`src/rtl/regfile_arb_pkg.sv`:
```
// Shared types and constants for the register-file read-port arbiter.
package regfile_arb_pkg;

  typedef enum logic [1:0] {IDLE, ISSUE, RESP} arb_state_e;

  localparam int ADDR_W = 5;
  localparam int DATA_W = 64;
  localparam logic [4:0] XZR_IDX = 5'd31;

endpackage

```
`src/rtl/rr_arbiter.sv`:
```
// Combinational round-robin picker: first asserted request at or after ptr, ascending with wrap.
module rr_arbiter #(
  parameter int N  = 4,
  parameter int PW = $clog2(N)
) (
  input  logic [N-1:0]  req,
  input  logic [PW-1:0] ptr,
  output logic [N-1:0]  gnt,
  output logic [PW-1:0] gnt_idx,
  output logic          any
);

  logic [PW-1:0] idx;

  always_comb begin
    gnt     = '0;
    gnt_idx = '0;
    any     = 1'b0;
    idx     = '0;
    for (int i = 0; i < N; i++) begin
      idx = PW'((int'(ptr) + i) % N);
      if (!any && req[idx]) begin
        any          = 1'b1;
        gnt[idx]     = 1'b1;
        gnt_idx      = idx;
      end
    end
  end

endmodule

```
`src/rtl/regfile_read_arbiter.sv`:
```
// Round-robin sharing of the single register-file read port among NUM_REQ requesters.
// Build option XZR_EN: index 31 is the zero register and bypasses the read port.
module regfile_read_arbiter #(
  parameter int NUM_REQ = 4,
  parameter int DATA_W  = regfile_arb_pkg::DATA_W,
  parameter int ADDR_W  = regfile_arb_pkg::ADDR_W
) (
  input  logic                            clk,
  input  logic                            reset_n,
  input  logic [NUM_REQ-1:0]              req_valid,
  input  logic [NUM_REQ-1:0][ADDR_W-1:0]  req_addr,
  output logic [NUM_REQ-1:0]              req_ready,
  output logic [ADDR_W-1:0]               rd_addr,
  input  logic [DATA_W-1:0]               rd_data,
  output logic [NUM_REQ-1:0]              rsp_valid,
  output logic [DATA_W-1:0]               rsp_data,
  input  logic [NUM_REQ-1:0]              rsp_ready,
  output logic                            busy
);
  import regfile_arb_pkg::*;

  localparam int PW = $clog2(NUM_REQ);

  arb_state_e        state_q, state_d;
  logic [PW-1:0]     owner_q, owner_d;
  logic [PW-1:0]     ptr_q, ptr_d;
  logic [ADDR_W-1:0] rd_addr_q, rd_addr_d;
  logic [DATA_W-1:0] rsp_data_q, rsp_data_d;

  logic [NUM_REQ-1:0] gnt;
  logic [PW-1:0]      gnt_idx;
  logic               gnt_any;
  logic               accept;

  rr_arbiter #(.N(NUM_REQ), .PW(PW)) u_rr (
    .req     (req_valid),
    .ptr     (ptr_q),
    .gnt     (gnt),
    .gnt_idx (gnt_idx),
    .any     (gnt_any)
  );

  // Grants are offered only while idle and out of reset.
  assign req_ready = (state_q == IDLE && reset_n) ? gnt : '0;
  assign accept    = gnt_any && |(req_valid & req_ready);

  always_comb begin
    state_d    = state_q;
    owner_d    = owner_q;
    ptr_d      = ptr_q;
    rd_addr_d  = rd_addr_q;
    rsp_data_d = rsp_data_q;
    case (state_q)
      IDLE: begin
        if (accept) begin
          owner_d = gnt_idx;
          ptr_d   = (gnt_idx == PW'(NUM_REQ - 1)) ? '0 : gnt_idx + 1'b1;
`ifdef XZR_EN
          if (req_addr[gnt_idx] == ADDR_W'(XZR_IDX)) begin
            rsp_data_d = '0;
            state_d    = RESP;
          end else begin
            rd_addr_d = req_addr[gnt_idx];
            state_d   = ISSUE;
          end
`else
          rd_addr_d = req_addr[gnt_idx];
          state_d   = ISSUE;
`endif
        end
      end
      ISSUE: begin
        rsp_data_d = rd_data;
        state_d    = RESP;
      end
      RESP: begin
        if (rsp_ready[owner_q]) state_d = IDLE;
      end
      default: state_d = IDLE;
    endcase
  end

  always_ff @(posedge clk or negedge reset_n) begin
    if (!reset_n) begin
      state_q    <= IDLE;
      owner_q    <= '0;
      ptr_q      <= '0;
      rd_addr_q  <= '0;
      rsp_data_q <= '0;
    end else begin
      state_q    <= state_d;
      owner_q    <= owner_d;
      ptr_q      <= ptr_d;
      rd_addr_q  <= rd_addr_d;
      rsp_data_q <= rsp_data_d;
    end
  end

  always_comb begin
    rsp_valid = '0;
    if (state_q == RESP) rsp_valid[owner_q] = 1'b1;
  end

  assign rd_addr  = rd_addr_q;
  assign rsp_data = rsp_data_q;
  assign busy     = (state_q != IDLE);

endmodule

```
`config.mk`:
```
export PLATFORM = sky130hd
export DESIGN_NAME = regfile_read_arbiter
export DESIGN_NICKNAME = d
export VERILOG_FILES = /design/src/rtl/regfile_arb_pkg.sv /design/src/rtl/rr_arbiter.sv /design/src/rtl/regfile_read_arbiter.sv
export SDC_FILE = /design/constraint.sdc
export NUM_CORES = 1
export LEC_CHECK = 0
export CORE_ASPECT_RATIO = 1.25
export CORE_MARGIN = 4
export CORE_UTILIZATION = 35
export DETAILED_ROUTE_END_ITERATION = 7
export GPL_TIMING_DRIVEN = 0
export PLACE_DENSITY = 0.7
export SYNTH_ARGS = -nofsm -noshare
export SYNTH_HDL_FRONTEND = slang
export SYNTH_SLANG_ARGS = --single-unit
```
`constraint.sdc`:
```
create_clock -name clk -period 7.7 [get_ports clk]
set_input_delay 1.54 -clock clk [delete_from_list [all_inputs] [get_ports clk]]
set_output_delay 1.54 -clock clk [all_outputs]
set_load 0.01 [all_outputs]
```
-- Word-level counts from Yosys, hierarchy flattened
Cells that the tools add are included.
- output and inout port bits: 78
- bits in registers: 75
- bitwise logic cells: 4
- muxes and demuxes: 40
- equal/unequal tests: 5
- $add $sub $neg: 4
- reduce and logical (&&, ||, !) cells: 18
- magnitude comparators: 11
- operators with widths (cell ; number):
    $mux W4 ; 6
    $lt A2 B3 Y1 const B ; 6
    $mux W1 ; 14
    $mux W2 ; 7
    $or A4 B4 Y4 ; 3
    $bmux W1 S2 ; 5
    $bmux W5 S2 ; 1
    $demux W1 S2 ; 5
    $ge A2 B1 Y1 const B ; 5
    $logic_and A1 B1 Y1 ; 10
    $pmux W2 S3 ; 1
    $mux W5 ; 1
    $add A2 B1 Y2 const B ; 2
    $add A2 B2 Y2 const B ; 2
    $and A4 B4 Y4 ; 1
    $eq A2 B2 Y1 const B ; 2
    $ne A2 B2 Y1 const B ; 2
    $reduce_and A2 Y1 ; 2
    $reduce_or A4 Y1 ; 1
    $logic_not A1 Y1 ; 3
    $eq A2 B1 Y1 const B ; 1
    $logic_not A2 Y1 ; 1
    $reduce_bool A2 Y1 ; 1

-- Logic depth before layout (Yosys ltp)
- depth after elaboration: 18
- depth in mapped cells: 11

-- By module
From an unflattened synthesis, not the netlist that was laid out.
- cell total of the unflattened synthesis: 226
- area total of the unflattened synthesis: 3513.4 µm²
- by module, submodules not included (module ; times used ; cells each ; area an instance (µm²)):
    regfile_read_arbiter ; 1 ; 181 ; 3094.2
    rr_arbiter ; 1 ; 45 ; 419.2

-- Worst setup path before layout
No wires, ideal clock.
- kind: input-to-output
- from: input port req_valid[0]
- to: output port req_ready[0]
- data required time: 6160 ps
- data arrival time: 3022 ps
- slack: 3138 ps
- cell stages on the path: 6
- buffers on the path: 1
- cells stage by stage: buf_4 -> mux4_2 -> or3b_1 -> a22oi_2 -> a21oi_1 -> nor2_1
- longest elaborated chain between the ends: 13
- elaborated cells between the ends (all ways): 25
- classes of those cells: mux: 16; bitwise: 3; reduce/logical: 6
- ends and longest elaborated chain (what ; line ; RTL):
    from (decl) ; regfile_read_arbiter.sv:10 ; input logic [NUM_REQ-1:0] req_valid,
    $bmux W1 S2 ; rr_arbiter.sv:22 ; if (!any && req[idx]) begin
    $mux W1 (implied by the code) ; rr_arbiter.sv:22 ;
    $mux W1 ; rr_arbiter.sv:22 ;
    $logic_not A1 Y1 ; rr_arbiter.sv:22 ;
    $logic_and A1 B1 Y1 ; rr_arbiter.sv:22 ;
    $mux W1 ; rr_arbiter.sv:22 ;
    $logic_not A1 Y1 ; rr_arbiter.sv:22 ;
    $logic_and A1 B1 Y1 ; rr_arbiter.sv:22 ;
    $mux W1 ; rr_arbiter.sv:22 ;
    $logic_not A1 Y1 ; rr_arbiter.sv:22 ;
    $logic_and A1 B1 Y1 ; rr_arbiter.sv:22 ;
    $mux W4 (*) ; rr_arbiter.sv:22 ;
    $mux W4 (*) ; regfile_read_arbiter.sv:44 ; assign req_ready = (state_q == IDLE && reset_n) ? gnt : '0;
    to (decl) ; regfile_read_arbiter.sv:12 ; output logic [NUM_REQ-1:0] req_ready,
Mark *: on every way between the ends. The rest lies on a longest branch, timed or not. The select of a mux whose other input is x is not followed.

-- Worst setup path in the final report
- from: input port req_valid[2]
- to: output port req_ready[0]
The elaborated chain is that of the path after synthesis.

==> flow_metrics.py <==
metrics = {
    "status": {
        "outcome": "complete, no violations",
    },
    "place": {
        "hpwl_um": 7900,
        "port_buffers": 170,
        "gp_congestion": 0.817,
    },
    "timing": {
        "slew_headroom_pct": 54.6,
        "fmax_ghz": 0.180,
        "worst-slew-pin-transition_ns": 0.680,
        "rsz0062_at_grt": "false",
        "min_period_ns": 5.57,
        "setup_viol": 0,
        "whs_ns": 0.500,
        "finalCritPeriodShare_pct": 72.3,
        "finalClockSkew_ns": 0.00745,
        "hold_viol": 0,
        "tns_ns": 0,
        "finalMaxSlewViolations": 0,
    },
    "clock_tree": {
        "numClockSinks": 75,
        "clk_pin_slew_ns": 0.05,
        "postCtsHoldBufs": 0,
        "clockRootBuffer": "clkbuf_16",
        "post_cts_resized": 0,
        "numCtsBuffers": 9,
        "clk-insertion-delay-late_ns": 0.32,
        "postCtsSetupBuffers": 0,
        "cts_tree": "done",
        "clockBufferDepth": 2,
        "h-tree-depth": 3,
    },
    "logic_synthesis": {
        "yosysWarnings": 0,
        "async_reset_ff_share_pct": 100,
        "synth_top_area_cell": "dfrtp_1",
        "ys_ff_latch": 75,
        "synth_nets": 383,
        "synth-compound-area-share_pct": 11.7,
        "yosys.area_share.adder_pct": 2.37,
        "postSynthAreaPerCell_um2": 13.1,
        "synthTopCellsByArea": "dfrtp_1 51%, mux2_2 19%, o31ai_4 2.9%",
        "synth-simple-area-share_pct": 9.10,
        "ys_dominant_reg_cell": "dfrtp_1",
        "muxShareOfSynthArea_pct": 22.5,
        "synth-xor-area-share_pct": 0.237,
        "synth_top_area_share_pct": 50.7,
        "synth_top_family_by_area": "multiplexers",
        "yosysMostFrequentCell": "dfrtp_1",
        "syn_inst": 282,
        "synth_area_mm2": 0.00370,
        "synth_common_cells": "75 x dfrtp_1, 64 x mux2_2, 13 x a21oi_1, 13 x clkbuf_1",
        "synth-seq-area-share_pct": 50.7,
        "synth_enable_flop_cells": 0,
        "ys_types": 46,
    },
    "die": {
        "coreArea_mm2": 0.0102,
        "die_w_um": 100,
        "ios": 172,
        "die_y_um": 123,
        "fp.dieArea_mm2": 0.0123,
        "core.rowCount": 41,
        "start_util_pct": 36.2,
    },
    "global_routing": {
        "grt_pass1_vias": 3077,
        "grt_max_degree": 56,
        "grt_usage_pct": 16.2,
        "grt_pass1_wl_um": 15500,
        "overflow": 0,
        "antenna_found_initial": 0,
    },
    "setup_path": {
        "reg2reg_to": "rd_addr[0]",
        "crit_start": "req_valid[2]",
        "reg2reg_from": "ptr_q[1]",
        "critical_path.slowest_cell": "mux4_2",
        "critical_path_class": "input pin to output port",
        "crit_path_end_kind": "output port",
        "critPathLaunchType": "input pin",
        "slowest_delay_ns": 0.63,
        "path_common_cell": "clkdlybuf4s50_1",
        "rr_worst_depth": 11,
        "crit_path_cell_trace": "clkdlybuf4s50_1, mux4_2, or3b_1, a22oi_2, a21oi_1, nor2_1, clkdlybuf4s50_1",
        "crit_path_end": "req_ready[0]",
        "cp_max_fo": 10,
        "r2r_setup_slack_ns": 4.23,
        "critPathRequiredTime_ns": 6.16,
        "arrival_ns": 4.03,
    },
    "cells_and_area": {
        "finalNetCount": 566,
        "drive_gt1_share_pct": 22.3,
        "register_area_mm2": 0.00188,
        "insertedDiodeCount": 0,
        "multiInputGateArea_mm2": 0.00170,
        "fill_cells": 887,
        "syn2layout_area_growth_pct": 59.4,
    },
    "routing": {
        "wl_um": 9930,
        "dr.pass1.iters": 4,
        "wl_met2_um": 5180,
        "route.detailed.drc": 0,
        "dr_wl_met3_um": 775,
        "detail-route-antenna-nets": 0,
        "drt_iter0_drc": 58,
        "m1WireLength_um": 3830,
        "avgRoutedWirePerCell_um": 16.6,
        "top_layer": "met4",
        "via_count": 2950,
        "via_per_inst": 4.92,
    },
    "power_and_ir_drop": {
        "vdd_drop_max_v": 0.000157,
        "p_leak_nw": 2.41,
        "powerDensity_mw_per_mm2": 421,
    },
    "hold_path": {
        "worstHoldStart": "rsp_data[53]",
        "hp-class": "flip-flop to flip-flop",
    },
    "job": {
        "drv_cap": 0,
    },
}
placed cells by master (no fill, tap or decap), types with 3 or more instances in the layout:
cell type          n
clkdlybuf4s50_1  169
dfrtp_1           75
mux2_2            64
clkbuf_1          14
a21oi_1           13
and3_1            10
a211oi_1          10
nand2_1            9
clkbuf_16          9
inv_1              7
nand3_1            7
ha_1               7
nor2_1             6
nor3b_1            5
o31ai_4            5
mux4_2             4
or3b_1             4
o21ai_1            3
nand2b_1           3
registers in the layout, summed over array words and instances (netlist names), named ones only:
register / cells
rsp_data: 64
rd_addr: 5
owner_q: 2
state_q: 2
ptr_q: 1
cells by family after synthesis:
| kind of cell | count (synthesis) |
|---|---|
| xor+xnor | 1 |
| compound gates | 48 |
| simple gates | 55 |
| fa+ha+maj | 7 |
| mux | 70 |
| flops | 75 |
| buf+inv | 26 |
critical path: cells and delay by family:
kind	cells	cell delay, ns
simple gates	2	0.49
compound gates	2	0.29
mux	1	0.63
buf+inv	2	1.08
per-layer routing:
| metal | GRT usage (%) | vias up |
|---|---|---|
| li1 | - | 1401 |
| met1 | 18.4 | 1410 |
| met2 | 29.0 | 128 |
| met3 | 4.80 | 11 |
| met4 | 5.55 | 0 |
| met5 | 0 | - |
where the power goes:
group / switching, mW / internal, mW / leakage (nW)
sequential: 0.112 / 0.598 / 0.882
clock: 0.156 / 0.261 / 0.146
combinational: 0.588 / 0.769 / 1.38
how the worst min path moves through the flow:
stage | endpoint | slack, ns | depth (start not counted)
global placement | rsp_data[46] | 0.49 | 1
CTS | rsp_data[51] | 0.51 | 1
finish | rsp_data[53] | 0.50 | 1
floorplan | owner_q[0] | 0.55 | 1
global route | rsp_data[51] | 0.51 | 1
detailed placement | rsp_data[20] | 0.49 | 1
area by class of cell:
type | instances | share of cell area (%)
sequential | 75 | 31.8
timing repair buffer | 172 | 29.4
multi-input combinational | 181 | 28.8
clock buffer | 11 | 4.12
tap | 129 | 2.74
buffer | 17 | 1.57
clock inverter | 5 | 1.02
inverter | 9 | 0.573
through the flow:
| stage | cells | utilization, % | setup WS [ns] | area, um^2 | power (mW) |
|---|---|---|---|---|---|
| CTS | 599 | 57.8 | 2.13 | 5900 | 2.52 |
| global route | 599 | 57.8 | 2.00 | 5900 | 2.66 |
| finish | 599 | 57.8 | 2.13 | 5900 | 2.48 |
| detailed placement | 583 | 54.8 | 2.13 | 5590 | 2.09 |
| global placement | 581 | 54.5 | 0.349 | 5560 | 2.05 |
| floorplan | 282 | - | 3.14 | 3700 | 1.47 |
Note: power is estimated with default switching activity, not from simulation.
